## config.mk

```make
export PLATFORM = sky130hd
export DESIGN_NAME = rat_checkpoint_ctrl
export DESIGN_NICKNAME = d
export VERILOG_FILES = /design/src/rtl/rat_pkg.sv /design/src/rtl/ckpt_page_queue.sv /design/src/rtl/rat_checkpoint_ctrl.sv
export SDC_FILE = /design/constraint.sdc
export NUM_CORES = 1
export LEC_CHECK = 0
export CAP_MARGIN = 40
export CORE_MARGIN = 3
export CORE_UTILIZATION = 54
export CTS_BUF_LIST = sky130_fd_sc_hd__clkbuf_8 sky130_fd_sc_hd__clkbuf_16
export CTS_CLUSTER_SIZE = 30
export DETAILED_ROUTE_END_ITERATION = 7
export PLACE_DENSITY_LB_ADDON = 0.3
export SLEW_MARGIN = 20
export SYNTH_ARGS = -nofsm -noshare
export SYNTH_HDL_FRONTEND = slang
export SYNTH_HIERARCHICAL = 1
export SYNTH_SLANG_ARGS = --single-unit
```

## constraint.sdc

```tcl
create_clock -name clk -period 5 [get_ports clk]
set_input_delay 1.5 -clock clk [delete_from_list [all_inputs] [get_ports clk]]
set_output_delay 1.5 -clock clk [all_outputs]
set_load 0.01 [all_outputs]
```

## src/rtl/rat_pkg.sv

```systemverilog
// rtl/rat_pkg.sv - shared types and sizes for the RAT checkpoint controller
package rat_pkg;

    localparam int NUM_PAGES = 32;
    localparam int PAGE_W    = 5;
    localparam int CNT_W     = 6;

    typedef logic [PAGE_W-1:0] page_t;
    typedef logic [CNT_W-1:0]  cnt_t;

    typedef enum logic {
        RUN     = 1'b0,
        RECOVER = 1'b1
    } ckpt_state_e;

endpackage

```

## src/rtl/ckpt_page_queue.sv

```systemverilog
// rtl/ckpt_page_queue.sv - circular checkpoint page queue with alloc, retire and truncate
module ckpt_page_queue
    import rat_pkg::*;
(
    input  logic                 clk,
    input  logic                 reset,
    input  logic                 flush_i,
    input  logic                 alloc_i,
    input  logic                 set_done_i,
    input  logic [PAGE_W-1:0]    done_page_i,
    input  logic                 trunc_i,
    input  logic [PAGE_W-1:0]    trunc_page_i,
    output logic [PAGE_W-1:0]    head_o,
    output logic [CNT_W-1:0]     count_o,
    output logic [NUM_PAGES-1:0] live_o
);

    page_t                 head_q, head_d, tail_q, tail_d, trunc_pos;
    cnt_t                  count_q, count_d;
    logic [NUM_PAGES-1:0]  live_q, live_d, done_q, done_d;
    logic                  retire;

    always_ff @(posedge clk or posedge reset) begin
        if (reset) begin
            head_q  <= '0;
            tail_q  <= '0;
            count_q <= '0;
            live_q  <= '0;
            done_q  <= '0;
        end else begin
            head_q  <= head_d;
            tail_q  <= tail_d;
            count_q <= count_d;
            live_q  <= live_d;
            done_q  <= done_d;
        end
    end

    always_comb begin
        head_d    = head_q;
        tail_d    = tail_q;
        count_d   = count_q;
        live_d    = live_q;
        done_d    = done_q;
        trunc_pos = trunc_page_i - tail_q;
        // A truncate that lands on the tail frees it, so it must not also retire
        retire    = live_q[tail_q] & done_q[tail_q] & ~(trunc_i & (trunc_page_i == tail_q));
        if (flush_i) begin
            head_d  = '0;
            tail_d  = '0;
            count_d = '0;
            live_d  = '0;
            done_d  = '0;
        end else begin
            if (set_done_i) begin
                done_d[done_page_i] = 1'b1;
            end
            if (retire) begin
                live_d[tail_q] = 1'b0;
                done_d[tail_q] = 1'b0;
                tail_d         = tail_q + page_t'(1);
            end
            if (trunc_i) begin
                for (int i = 0; i < NUM_PAGES; i++) begin
                    if (page_t'(page_t'(i) - tail_q) >= trunc_pos) begin
                        live_d[i] = 1'b0;
                        done_d[i] = 1'b0;
                    end
                end
                head_d  = trunc_page_i;
                count_d = cnt_t'(page_t'(trunc_page_i - tail_d));
            end else begin
                if (alloc_i) begin
                    live_d[head_q] = 1'b1;
                    done_d[head_q] = 1'b0;
                    head_d         = head_q + page_t'(1);
                end
                count_d = count_q + cnt_t'(alloc_i) - cnt_t'(retire);
            end
        end
    end

    assign head_o  = head_q;
    assign count_o = count_q;
    assign live_o  = live_q;

endmodule

```

## src/rtl/rat_checkpoint_ctrl.sv

```systemverilog
// rtl/rat_checkpoint_ctrl.sv - RAT checkpoint page allocator/recovery control
// Optional statistics counters are built when RAT_CKPT_STATS_EN is defined.
module rat_checkpoint_ctrl
    import rat_pkg::*;
(
    input  logic              clk,
    input  logic              reset,
    input  logic              br_alloc_req,
    input  logic              br_resolve_valid,
    input  logic [PAGE_W-1:0] br_resolve_page,
    input  logic              br_mispredict,
    input  logic              exception_sig,
    input  logic              mret_sig,
    output logic              save_state,
    output logic [PAGE_W-1:0] save_page,
    output logic              restore_state,
    output logic [PAGE_W-1:0] restore_page,
    output logic              ckpt_stall,
    output logic [CNT_W-1:0]  ckpt_count
`ifdef RAT_CKPT_STATS_EN
    ,
    output logic [15:0]       stat_mispredicts,
    output logic [15:0]       stat_full_cycles
`endif
);

    ckpt_state_e          state_q, state_d;
    page_t                head;
    cnt_t                 count;
    logic [NUM_PAGES-1:0] live;
    logic                 flush, full, live_hit, mispredict_hit, correct_hit, alloc;

    assign flush    = exception_sig | mret_sig;
    assign full     = (count == cnt_t'(NUM_PAGES));
    assign live_hit = live[br_resolve_page];

    ckpt_page_queue u_queue (
        .clk          (clk),
        .reset        (reset),
        .flush_i      (flush),
        .alloc_i      (alloc),
        .set_done_i   (correct_hit),
        .done_page_i  (br_resolve_page),
        .trunc_i      (mispredict_hit),
        .trunc_page_i (br_resolve_page),
        .head_o       (head),
        .count_o      (count),
        .live_o       (live)
    );

    always_ff @(posedge clk or posedge reset) begin
        if (reset) begin
            state_q <= RUN;
        end else begin
            state_q <= state_d;
        end
    end

    always_comb begin
        state_d = RUN;
        if (!flush && mispredict_hit) begin
            state_d = RECOVER;
        end
    end

    // Flush and reset suppress every RAT-facing strobe in the same cycle
    always_comb begin
        mispredict_hit = ~reset & ~flush & br_resolve_valid & br_mispredict & live_hit;
        correct_hit    = ~reset & ~flush & br_resolve_valid & ~br_mispredict & live_hit;
        alloc          = ~reset & ~flush & br_alloc_req & ~full & ~mispredict_hit & (state_q == RUN);
        save_state     = alloc;
        save_page      = head;
        restore_state  = mispredict_hit;
        restore_page   = mispredict_hit ? br_resolve_page : '0;
        ckpt_stall     = full | (state_q == RECOVER) | mispredict_hit;
        ckpt_count     = count;
    end

`ifdef RAT_CKPT_STATS_EN
    logic [15:0] stat_mis_q, stat_full_q;

    always_ff @(posedge clk or posedge reset) begin
        if (reset) begin
            stat_mis_q  <= '0;
            stat_full_q <= '0;
        end else begin
            if (mispredict_hit && (stat_mis_q != 16'hFFFF)) begin
                stat_mis_q <= stat_mis_q + 16'd1;
            end
            if (br_alloc_req && full && (stat_full_q != 16'hFFFF)) begin
                stat_full_q <= stat_full_q + 16'd1;
            end
        end
    end

    assign stat_mispredicts = stat_mis_q;
    assign stat_full_cycles = stat_full_q;
`endif

endmodule

```

# Yosys cells after proc, flatten, opt, wreduce, memory -nomap -nowiden
# Cells that the tools add are included.
word_totals:
  register_bits: 81
  in_bits: 12
  wordCells: 218
classes:
  n_addsub: 38
  n_lt_le_gt_ge: 38
  n_eq_ne: 2
  muxes: 98
  bitwise: 30
  reduce_logical: 6
op_table:
  columns: ["operator", "count"]
  rows:
  - ["2-to-1 mux 32 bit", 12]
  - [">= comparator 5 bit", 32]
  - ["bitwise AND 32 bit", 3]
  - ["subtractor 5 bit (first input constant)", 16]
  - ["2-to-1 mux 1 bit", 71]
  - ["NOT 32 bit", 2]
  - ["OR 32 bit", 2]
  - ["subtractor 4 x 5 -> 5 bit (first input constant)", 8]
  - ["2-to-1 mux 5 bit", 7]
  - ["subtractor 3 x 5 -> 5 bit (first input constant)", 4]
  - ["less-than comparator 5 x 6 -> 1 bit (second input constant)", 3]
  - ["binary-select mux 1 bit (select 5 bit)", 3]
  - ["demux 1 bit (select 5 bit)", 3]
  - [">= comparator 5 x 1 -> 1 bit (second input constant)", 3]
  - ["bitwise AND 1 bit", 13]
  - ["2-to-1 mux 6 bit", 2]
  - ["adder 5 x 1 -> 5 bit (second input constant)", 2]
  - ["subtractor 1 x 5 -> 5 bit (first input constant)", 2]
  - ["subtractor 2 x 5 -> 5 bit (first input constant)", 2]
  - ["subtractor 5 bit", 2]
  - ["NOT 1 bit", 7]
  - ["adder 6 x 1 -> 6 bit", 1]
  - ["equality test 6 bit (second input constant)", 1]
  - ["subtractor 6 x 1 -> 6 bit", 1]
  - ["other kinds (5)", 10]

# Logic depth before layout (Yosys ltp)
# Gate-level depths: netlist of run 1.
depth:
  depth_word: 15
  ltp_mapped: 23

# By module
# Netlist of run 1, hierarchy kept.
by_module_without_submodules:
  columns: ["module", "n_inst", "cells_per_inst", "area_each_um2", "seq_area_each_um2"]
  rows:
  - ["ckpt_page_queue", 1, 894, 7524.7, 2001.9]
  - ["rat_checkpoint_ctrl", 1, 50, 501.7, 25.0]

# Least setup slack after synthesis of run 1
# No wires, ideal clock.
synth_timing:
  kind: "input -> register"
  start: "in br_resolve_page[1]"
  end: "reg u_queue.count_q[4] (netlist: u_queue/count_o[4])"
  setup_ns: 0.122
  arrival_time_ns: 5.379
  required_ns: 4.878
  setup_slack_ns: -0.501
  stages: 22
  path_buffers: 3
  cell_sequence: "buf_6 > buf_12 > mux2_4 > mux4_2 > o221ai_1 > nor2_1 > clkbuf_1 > nand4b_1 > o221ai_1 > nor4_2 > nor2_4 > inv_2 > mux2i_1 > inv_1 > fa_1 > nor2b_1 > o21ai_0 > nand2b_1 > xnor2_1 > nor2b_1 > a41oi_1 > nand2_1"
synth_via:
  elab_chain_cells: 11
  elab_cells_between_ends: 17
  classes_between: "add/sub: 3; eq/ne: 1; mux: 6; bitwise: 7"
synth_lines:
  columns: ["item", "line_no", "rtl"]
  rows:
  - ["start, declared", "rat_checkpoint_ctrl.sv:10", "input logic [PAGE_W-1:0] br_resolve_page,"]
  - ["binary-select mux 1 bit (select 5 bit) *", "rat_checkpoint_ctrl.sv:35", "assign live_hit = live[br_resolve_page];"]
  - ["2-to-1 mux 1 bit (not written as such) *", "rat_checkpoint_ctrl.sv:35", null]
  - ["bitwise AND 1 bit *", "rat_checkpoint_ctrl.sv:68", "mispredict_hit = ~reset & ~flush & br_resolve_valid & br_mispredict & live_hit;"]
  - ["net restore_state", "rat_checkpoint_ctrl.sv:16", "output logic restore_state,"]
  - ["branches (longest 6 deep; another with adder 6 x 1 -> 6 bit)", null, null]
  - ["2-to-1 mux 6 bit *", "ckpt_page_queue.sv:63", "if (trunc_i) begin"]
  - ["2-to-1 mux 6 bit *", "ckpt_page_queue.sv:48", "if (flush_i) begin"]
  - ["net u_queue.count_d[4]", "ckpt_page_queue.sv:19", "cnt_t count_q, count_d;"]
  - ["end signal, assigned", "ckpt_page_queue.sv:33", "count_q <= count_d;"]
  - ["end, declared", "ckpt_page_queue.sv:19", null]
# Mark *: on every way through the listed nets, which the timed path passes. The select of a mux whose other input is x is not followed.
# A chain may end at the register's enable or synchronous reset.

# Worst setup path after layout of run 1
layout_timing:
  start: "in br_resolve_page[1]"
  end: "reg u_queue.count_q[4] (netlist: u_queue/count_o[4])"
layout_via:
  elab_chain_cells: 11
  elab_cells_between_ends: 17
  classes_between: "add/sub: 3; eq/ne: 1; mux: 6; bitwise: 7"
layout_lines:
  columns: ["item", "line_no"]
  rows:
  - ["branches (longest 9 deep; another with adder 6 x 1 -> 6 bit)", null]
  - ["2-to-1 mux 6 bit *", "ckpt_page_queue.sv:63"]
  - ["2-to-1 mux 6 bit *", "ckpt_page_queue.sv:48"]
  - ["net u_queue.count_d[4]", "ckpt_page_queue.sv:19"]
# Marked as above.

==> results.sh, run 1 <==
export IMPL_h_tree_depth=3
export IMPL_drtIter0Drc=1272
export IMPL_netlist_instances=944
export IMPL_rr_startpoint="u_queue/live_o[2]"
export IMPL_reg2reg_depth=22
export IMPL_synth_edff_count=0
export IMPL_fin_hold_ws_ps=596
export IMPL_synthDistinctLibCells=70
export IMPL_via_count=8364
export IMPL_relSlewSlack_pct=44.2
export IMPL_yosys_warnings=6
export IMPL_insertion_delay_ps=350
export IMPL_io_pins=31
export IMPL_hp_start="u_queue/done_q[15]"
export IMPL_slew_violations=0
export IMPL_viasPerCell=6.68
export IMPL_end_kind="register"
export IMPL_first_global_vias=7936
export IMPL_crit_type="primary input to register"
export IMPL_power_density_nw_per_um2=169
export IMPL_synthesis_area_um2=8030
export IMPL_dp_slack_ps=-885
export IMPL_drt_wl_total_um=29400
export IMPL_min_path_cells=2
export IMPL_rr_endpoint="u_queue/count_o[4]"
export IMPL_wl_per_cell_um=23.4
export IMPL_rsz0062_at_grt="yes"
export IMPL_fin_util_pct=69.4
export IMPL_io_buffers=30
export IMPL_placed_cell_area_um2=9390
export IMPL_worst_slew_pin_slew_ps=831
export IMPL_synth_area_leaders="dfrtp_1 (25%), ha_1 (15%), a21oi_1 (5.9%), nor2_1 (3.9%), a21o_1 (3.4%)"
export IMPL_crit_required_ps=5240
export IMPL_yosysMostFrequentCell="ha_1"
export IMPL_synthTopCellsByCount="ha_1 (98), a21oi_1 (95), nor2_1 (84)"
export IMPL_ctsLongestPathBuffers=2
export IMPL_power_leakage_uw=0.00442
export IMPL_violations="setup timing"
export IMPL_grt_pass1_wl_um=45100
export IMPL_rows=43
export IMPL_status="finished, violations left"
export IMPL_ys_ff_latch=81
export IMPL_synthFlopType="dfrtp_1"
export IMPL_avgSynthCellArea_um2=8.50
export IMPL_fin_area_um2=9860
export IMPL_clock_skew_ps=8.52
export IMPL_cts_sinks=81
export IMPL_critPathMaxFanout=10
export IMPL_cts_hold_buf=0
export IMPL_ys_async_sr_fraction_pct=100
export IMPL_clk_pin_slew_ps=60
export IMPL_yosysTopAreaCell="dfrtp_1"
export IMPL_nFillCells=1157
export IMPL_yosys_area_top_type_share_pct=25.3
export IMPL_seq_area_frac_synth_pct=25.3
export IMPL_hold_viol=0
export IMPL_fmax_ghz=0.191
export IMPL_synth_nets=1057
export IMPL_antenna_found_initial=0
export IMPL_multi_input_comb_area_um2=5620
export IMPL_drc=0
export IMPL_rrSetupSlack_ps=750
export IMPL_finalCritPeriodShare_pct=105
export IMPL_gp_congestion=1.05
export IMPL_die_y_um=128
export IMPL_fin_crit_ps=5230
export IMPL_cts_tree="yes"
export IMPL_grt_max_degree=56
export IMPL_track_usage_pct=35.8
export IMPL_syn2layout_area_growth_pct=22.9
export IMPL_worst_slack_ps=-226
export IMPL_hold_class="register to register"
export IMPL_cts_root_buf="clkbuf_16"
export IMPL_die_area_um2=16400
export IMPL_seq_area_um2=2030
export IMPL_hold_end="u_queue/done_q[15]"
export IMPL_cts_buffers=9
export IMPL_dieWidth_um=128
export IMPL_irDropWorstVdd_mv=0.220
export IMPL_antenna_cells=0
export IMPL_drive_gt1_share_pct=21.1
export IMPL_setup_viol=2
export IMPL_maxCapViolations=0
export IMPL_initial_core_util_pct=56.5
export IMPL_core_area_um2=14200
export IMPL_crit_arrival_ps=5470
export IMPL_place_hpwl_um=21900
export IMPL_nets=1182
export IMPL_start_kind="primary input"
export IMPL_dr_pass1_iters=6
export IMPL_setup_tns_ps=-237
export IMPL_overflow=0
export IMPL_ant_nets=0
## per-stage QoR
stage / total power [uW] / cells
after global placement: 967 / 1226
after floorplan: 838 / 944
after detailed placement: 979 / 1228
after global routing: 1720 / 1253
after CTS: 1660 / 1249
final: 1660 / 1253
## timing repair
action                                  in CTS  in global routing
pin swaps                                    3                 14
hold endpoints to repair                     0                  0
resized for setup                           43                 16
gates cloned                                 2                  0
setup buffers                                4                  4
endpoints found under the setup margin      30                 12
## power breakdown
part	switching [uW]	internal, uW	leakage (uW)
registers	1.60	657	0.00113
logic	184	143	0.00315
clock network	281	397	0.000144
## cells in the final DEF, fill, tap and decap left out, types with 10 or more instances in the layout
master and count:
nand3_1 13, and2_1 21, nand2_1 72, ha_1 95, xnor2_1 25, a21o_1 36
a31oi_1 21, nor3_1 16, or3_1 10, o21ai_0 18, buf_4 120, nor2_1 83
clkdlybuf4s50_1 19, xor2_1 15, o211ai_1 12, dfrtp_1 81, a21oi_1 91, and3_1 13
nor3b_1 14, a211oi_1 13, inv_1 57, a311oi_1 15, nand4_1 21
## layout make-up
cell class	instances	area share, %
clock inverter	5	0.571
clock buffer	10	2.42
inverter	62	2.37
multi-input combinational	749	56.9
sequential	81	20.6
tap	180	2.28
timing repair buffer	166	14.8
## how the worst max path moves through the flow
stage               slack [ps]  cells after the start                from                  to
finish                    -230                     24  br_resolve_page[1]  u_queue/count_o[4]
global route              -420                     23  br_resolve_page[0]  u_queue/count_o[4]
CTS                       -190                     23  br_resolve_page[1]  u_queue/count_o[4]
floorplan                 -210                     23  br_resolve_page[1]  u_queue/count_o[4]
detailed placement        -880                     22  br_resolve_page[1]  u_queue/count_o[4]
global placement          -810                     23  br_resolve_page[1]  u_queue/count_o[4]
## critical path, cell delays in order
cell       delay (ps)
buf_8             120
bufbuf_16         280
mux2i_1           110
mux4_2            480
a221o_1           420
nor2_4            180
buf_6             130
nand4b_1          110
o221ai_2          120
nor4_4             70
buf_4             190
nor2_4            130
inv_2              80
ha_4              260
inv_1              30
ha_2              170
fa_2              350
a21oi_2           120
nor2_1             50
nor2_1            110
xor2_1            150
nor3_1             60
a41oi_1           170
nand2_1            70
## sequential cells by signal, summed over array words and instances (netlist names)
signal and flops:
u_queue/head_o 5, u_queue/count_o 6, u_queue/done_q 32, u_queue/live_o 32, u_queue/tail_q 5, state_q 1
## logic make-up (layout without fill, tap and decap cells)
group	after synthesis	in the layout	synth area share [%]
XOR/XNOR	41	41	4.47
adder cells (fa/ha/maj)	101	101	16.0
AO/OA/AOI/OAI	272	272	24.2
buffers and inverters	114	243	6.39
AND/OR/NAND/NOR	312	312	20.0
multiplexers	23	23	3.68
flip-flops	81	81	25.3
## routing by layer
layer  part of all wire [%]  up-vias  track usage, %
met3                     12      127            8.63
met4                    5.4        0            16.7
met1                     39     3941            47.8
li1                       -     3715               -
met5                      0        -               0
met2                     43      581            54.9
Power figures use the tool's default switching activity.
==> run 2, diff against run 1 <==
--- a/config.mk
+++ b/config.mk
@@ -5,13 +5,14 @@
 export SDC_FILE = /design/constraint.sdc
 export NUM_CORES = 1
 export LEC_CHECK = 0
-export CAP_MARGIN = 40
+export CAP_MARGIN = 25
 export CORE_MARGIN = 3
 export CORE_UTILIZATION = 54
 export CTS_BUF_LIST = sky130_fd_sc_hd__clkbuf_8 sky130_fd_sc_hd__clkbuf_16
 export CTS_CLUSTER_SIZE = 30
 export DETAILED_ROUTE_END_ITERATION = 7
 export PLACE_DENSITY_LB_ADDON = 0.3
+export SKIP_CTS_REPAIR_TIMING = 1
 export SLEW_MARGIN = 20
 export SYNTH_ARGS = -nofsm -noshare
 export SYNTH_HDL_FRONTEND = slang
==> run 2 against run 1 <==
Against the previous run: the run still ends with setup timing left; sequential power is essentially flat; largest power group unchanged; critical path depth is 1 lower; routed wire length rose by 0.87%; sequential cell count stayed put; combinational power about the same; via count increased by 0.17%; die area did not move; worst hold slack worse by 3.8 ps; design area grew 1.2%; critical path type unchanged; first-iteration DRC count shrank 17%; non-clock buffer count fell by 1; final cell count about the same.
==> results.sh, run 2 (synthesis gave the netlist of run 1 again) <==
export IMPL_hold_class="register to register"
export IMPL_layout_commonest_cell="buf_4"
export IMPL_start_kind="primary input"
export IMPL_top_usage_layer="met2"
export IMPL_insertion_delay_ps=350
export IMPL_dieWidth_um=128
export IMPL_worst_slew_pin_slew_ps=935
export IMPL_worst_slack_ps=-146
export IMPL_power_density_nw_per_um2=177
export IMPL_dr_pass1_iters=8
export IMPL_io_buffers=30
export IMPL_overflow=0
export IMPL_viasPerCell=6.69
export IMPL_place_hpwl_um=21800
export IMPL_crit_required_ps=5240
export IMPL_rrSetupSlack_ps=700
export IMPL_crit_type="primary input to register"
export IMPL_instances_no_fill=1252
export IMPL_wl_per_cell_um=23.7
export IMPL_violations="setup timing"
export IMPL_drc=0
export IMPL_cp_startpoint="br_resolve_page[1]"
export IMPL_power_uw=1770
export IMPL_nets=1181
export IMPL_most_common_layout_cells="buf_4 (122), ha_1 (95), a21oi_1 (93), nor2_1 (83), dfrtp_1 (81)"
export IMPL_relSlewSlack_pct=37.6
export IMPL_hold_viol=0
export IMPL_cts_buffers=9
export IMPL_gr_usage_met3_pct=9.25
export IMPL_die_y_um=128
export IMPL_rr_endpoint="u_queue/count_o[4]"
export IMPL_ant_nets=0
export IMPL_h_tree_depth=3
export IMPL_slew_violations=0
export IMPL_cts_sinks=81
export IMPL_cts_root_buf="clkbuf_16"
export IMPL_initial_core_util_pct=56.5
export IMPL_use_met2_pct=53.1
export IMPL_syn2layout_area_growth_pct=24.3
export IMPL_cts_tree="yes"
export IMPL_end_kind="register"
export IMPL_fin_crit_ps=5150
export IMPL_critPathMaxFanout=10
export IMPL_die_area_um2=16400
export IMPL_setup_viol=2
export IMPL_antenna_cells=0
export IMPL_track_usage_pct=35.5
export IMPL_grt_pass1_wl_um=44600
export IMPL_drt_wl_total_um=29600
export IMPL_irDropWorstVdd_mv=0.353
export IMPL_use_met1_pct=47.4
export IMPL_via_count=8378
export IMPL_drive_gt1_share_pct=21.5
export IMPL_maxCapViolations=0
export IMPL_rsz0062_at_grt="yes"
export IMPL_rows=43
export IMPL_gp_congestion=1.05
export IMPL_power_leakage_uw=0.00448
export IMPL_first_global_vias=7931
export IMPL_fmax_ghz=0.194
export IMPL_clock_skew_ps=6.38
export IMPL_place_inst=1227
export IMPL_rr_startpoint="u_queue/tail_q[2]"
export IMPL_io_pins=31
export IMPL_reg2reg_depth=18
export IMPL_crit_arrival_ps=5390
export IMPL_drtIter0Drc=1058
export IMPL_clk_pin_slew_ps=60
export IMPL_grt_max_degree=56
export IMPL_finalCritPeriodShare_pct=103
export IMPL_status="finished, violations left"
export IMPL_ctsLongestPathBuffers=2
export IMPL_critPathCapture="u_queue/count_o[4]"
export IMPL_antenna_found_initial=1
export IMPL_core_area_um2=14200
export IMPL_nFillCells=1157
[run 2: through the flow]
stage / util, % / setup WS [ps] / hold slack [ps] / setup TNS [ps] / instance area [um^2]
finish: 70.3 / -146 / 592 / -178 / 9980
global route: 70.3 / -318 / 631 / -575 / 9980
global placement: 65.8 / -812 / 571 / -20270 / 9350
CTS: 68.4 / -830 / 590 / -8910 / 9720
floorplan: - / -208 / 527 / -236 / 8090
detailed placement: 66.0 / -889 / 571 / -26050 / 9370
[run 2: metal layers]
layer | vias up | routed length, um
met5 | - | 14
met4 | 2 | 1930
met3 | 148 | 3510
met2 | 584 | 12600
met1 | 3931 | 11600
li1 | 3713 | -
[run 2: worst max-delay path, cell delays in order]
cell	delay (ps)
buf_12	110
clkbuf_16	160
mux2i_1	140
mux4_2	490
a221o_1	410
nor2_4	200
nand4_1	130
o221ai_2	110
nor4_4	50
buf_4	180
nor2_4	160
inv_2	90
ha_4	260
inv_2	40
ha_4	150
fa_2	370
a21oi_2	150
nor2_1	50
nor2_1	130
xor2_1	150
nor3_1	80
a41oi_2	190
nand2_1	70
[run 2: power by group]
| group | leakage, uW | internal [uW] | total, uW | switching [uW] |
|---|---|---|---|---|
| Combinational | 0.00318 | 142 | 327 | 185 |
| Sequential | 0.00113 | 656 | 658 | 1.61 |
| Clock | 0.000169 | 499 | 782 | 283 |
[run 2: worst min-delay path by stage]
stage	from	endpoint	slack [ps]	depth (start not counted)
floorplan	u_queue/live_o[27]	u_queue/live_o[27]	530	2
global route	u_queue/done_q[27]	u_queue/done_q[27]	630	2
finish	u_queue/done_q[27]	u_queue/done_q[27]	590	2
global placement	u_queue/done_q[31]	u_queue/done_q[31]	570	2
CTS	u_queue/done_q[27]	u_queue/done_q[27]	590	2
detailed placement	u_queue/done_q[27]	u_queue/done_q[27]	570	2
[run 2: final cells by class]
class                      count  area [um^2]  area share (%)
clock inverter                 5          104            1.04
inverter                      62          234            2.34
clock buffer                  10          239            2.39
multi-input combinational    749         5670            56.8
tap                          180          225            2.26
timing repair buffer         165         1480            14.8
sequential                    81         2030            20.3
==> run 3, diff against run 2 <==
--- a/config.mk
+++ b/config.mk
@@ -12,6 +12,7 @@
 export CTS_CLUSTER_SIZE = 30
 export DETAILED_ROUTE_END_ITERATION = 7
 export PLACE_DENSITY_LB_ADDON = 0.3
+export REMOVE_ABC_BUFFERS = 1
 export SKIP_CTS_REPAIR_TIMING = 1
 export SLEW_MARGIN = 20
 export SYNTH_ARGS = -nofsm -noshare
==> run 3 against run 2 <==
Against the previous run: register-to-register slack gained 140 ps; largest cell class unchanged; sequential share of layout area grew 0.48 points; largest power group is now registers; sequential power is essentially flat; final cell count shrank 0.64%; the flow still finishes with violations (setup timing).
==> results.sh, run 3 (synthesis gave the netlist of run 1 again) <==
export IMPL_status="finished, violations left"
export IMPL_violations="setup timing"
export IMPL_clock_skew_ps=10.9
export IMPL_overflow=0
export IMPL_worst_slew_pin_slew_ps=926
export IMPL_internal_power_uw=1150
export IMPL_viasPerCell=6.73
export IMPL_fin_util_pct=68.6
export IMPL_placed_cell_area_um2=9220
export IMPL_drt_wl_total_um=29600
export IMPL_grt_max_degree=62
export IMPL_dieWidth_um=128
export IMPL_slowest_delay_ps=490
export IMPL_fin_area_um2=9750
export IMPL_gp_congestion=1.03
export IMPL_die_y_um=128
export IMPL_critical_path_top_delay_family="compound AO/OA/AOI/OAI gates"
export IMPL_power_uw=1620
export IMPL_layout_commonest_cell="buf_4"
export IMPL_hold_class="register to register"
export IMPL_irDropWorstVdd_mv=0.139
export IMPL_rows=43
export IMPL_h_tree_depth=3
export IMPL_slew_violations=0
export IMPL_power_leakage_uw=0.00446
export IMPL_ant_nets=0
export IMPL_fin_crit_ps=5140
export IMPL_wl_per_cell_um=23.8
export IMPL_end_kind="register"
export IMPL_first_global_vias=7792
export IMPL_clk_pin_slew_ps=60
export IMPL_crit_type="primary input to register"
export IMPL_crit_required_ps=5230
export IMPL_die_area_um2=16400
export IMPL_insertion_delay_ps=350
export IMPL_most_common_layout_cells="buf_4 (119), ha_1 (95), a21oi_1 (93), nor2_1 (83), dfrtp_1 (81)"
export IMPL_drc=0
export IMPL_cts_buffers=9
export IMPL_critPathMaxFanout=9
export IMPL_place_hpwl_um=21900
export IMPL_antenna_cells=0
export IMPL_core_area_um2=14200
export IMPL_via_count=8371
export IMPL_antenna_found_initial=0
export IMPL_combPwrFrac_pct=19.7
export IMPL_p_clk_share_pct=39.8
export IMPL_crit_slowest_cell="mux4_2"
export IMPL_setup_tns_ps=-142
export IMPL_hold_viol=0
export IMPL_nets=1173
export IMPL_fmax_ghz=0.194
export IMPL_syn2layout_area_growth_pct=21.5
export IMPL_worst_slack_ps=-142
export IMPL_cts_tree="yes"
export IMPL_crit_arrival_ps=5370
export IMPL_maxCapViolations=0
export IMPL_track_usage_pct=35.1
export IMPL_io_buffers=30
export IMPL_dr_pass1_iters=5
export IMPL_swShare_pct=29.0
export IMPL_drtIter0Drc=1065
export IMPL_grt_pass1_wl_um=44200
export IMPL_setup_viol=1
export IMPL_crit_buf_inv=5
export IMPL_worstPathCellList="buf_8 -> clkbuf_16 -> mux2i_1 -> mux4_2 -> a221o_1 -> buf_4 -> nor2_4 -> nand4b_1 -> o221ai_2 -> nor4_4 -> nor2_4 -> inv_2 -> ha_4 -> inv_1 -> ha_4 -> fa_2 -> a21oi_2 -> nor2_1 -> nor2_1 -> xor2_1 -> nor3_2 -> a41oi_2 -> nand2_1"
export IMPL_rsz0062_at_grt="yes"
export IMPL_p_seq_share_pct=40.5
export IMPL_cts_root_buf="clkbuf_16"
export IMPL_relSlewSlack_pct=38.1
export IMPL_io_pins=31
export IMPL_drive_gt1_share_pct=20.0
export IMPL_cts_sinks=81
export IMPL_power_density_nw_per_um2=167
export IMPL_start_kind="primary input"
export IMPL_p_sw_uw=471
export IMPL_initial_core_util_pct=56.5
export IMPL_ctsLongestPathBuffers=2
export IMPL_finalCritPeriodShare_pct=103
## run 3: cell type report
cell class,count,area (um^2)
repair buffers,157,1360
fillers,1166,4450
inverters,62,234
flip-flops and latches,81,2030
clock inverters,4,28.8
clock buffers,11,253
multi-input cells,749,5620
well taps,180,225
## run 3: metrics by stage
step	worst slack (ps)	hold slack, ps	std cells
floorplan	-2880	527	892
global route	-285	614	1244
global placement	-813	562	1220
finish	-142	581	1244
detailed placement	-857	566	1220
CTS	-813	579	1235
## run 3: tightest hold or removal path, cell delays in order, from the launching register on
cell,delay (ps)
dfrtp_1,390
nor2_1,110
nor3_1,50
## run 3: power by group through the flow
stage               logic, uW  registers (uW)  clock network [uW]
floorplan                 159             670                   0
global placement          291             670                   0
detailed placement        299             670                   0
CTS                       301             658                 647
global route              345             658                 673
finish                    319             658                 647
## run 3: final timing paths
kind | startpoint | slack, ps | to | cells past startpoint
setup / recovery | br_resolve_page[1] | -140 | u_queue/count_o[4] | 23
setup reg to reg | u_queue/tail_q[2] | 840 | u_queue/count_o[4] | 19
max in group asynchronous | reset | 2520 | u_queue/live_o[20] | 4
hold reg to reg | u_queue/live_o[27] | 580 | u_queue/live_o[27] | 2
min in group asynchronous | reset | 1460 | state_q | 3
hold / removal | u_queue/live_o[27] | 580 | u_queue/live_o[27] | 2
## run 3: layer usage
metal  share of wire, %  track usage (%)  wire, um  up-vias
li1                   -                -         -     3698
met1                 40             48.0     11700     3983
met2                 44             53.2     12900      574
met3                 11             6.92      3390      116
met4                5.4             17.2      1600        0
met5                  0                0         0        -
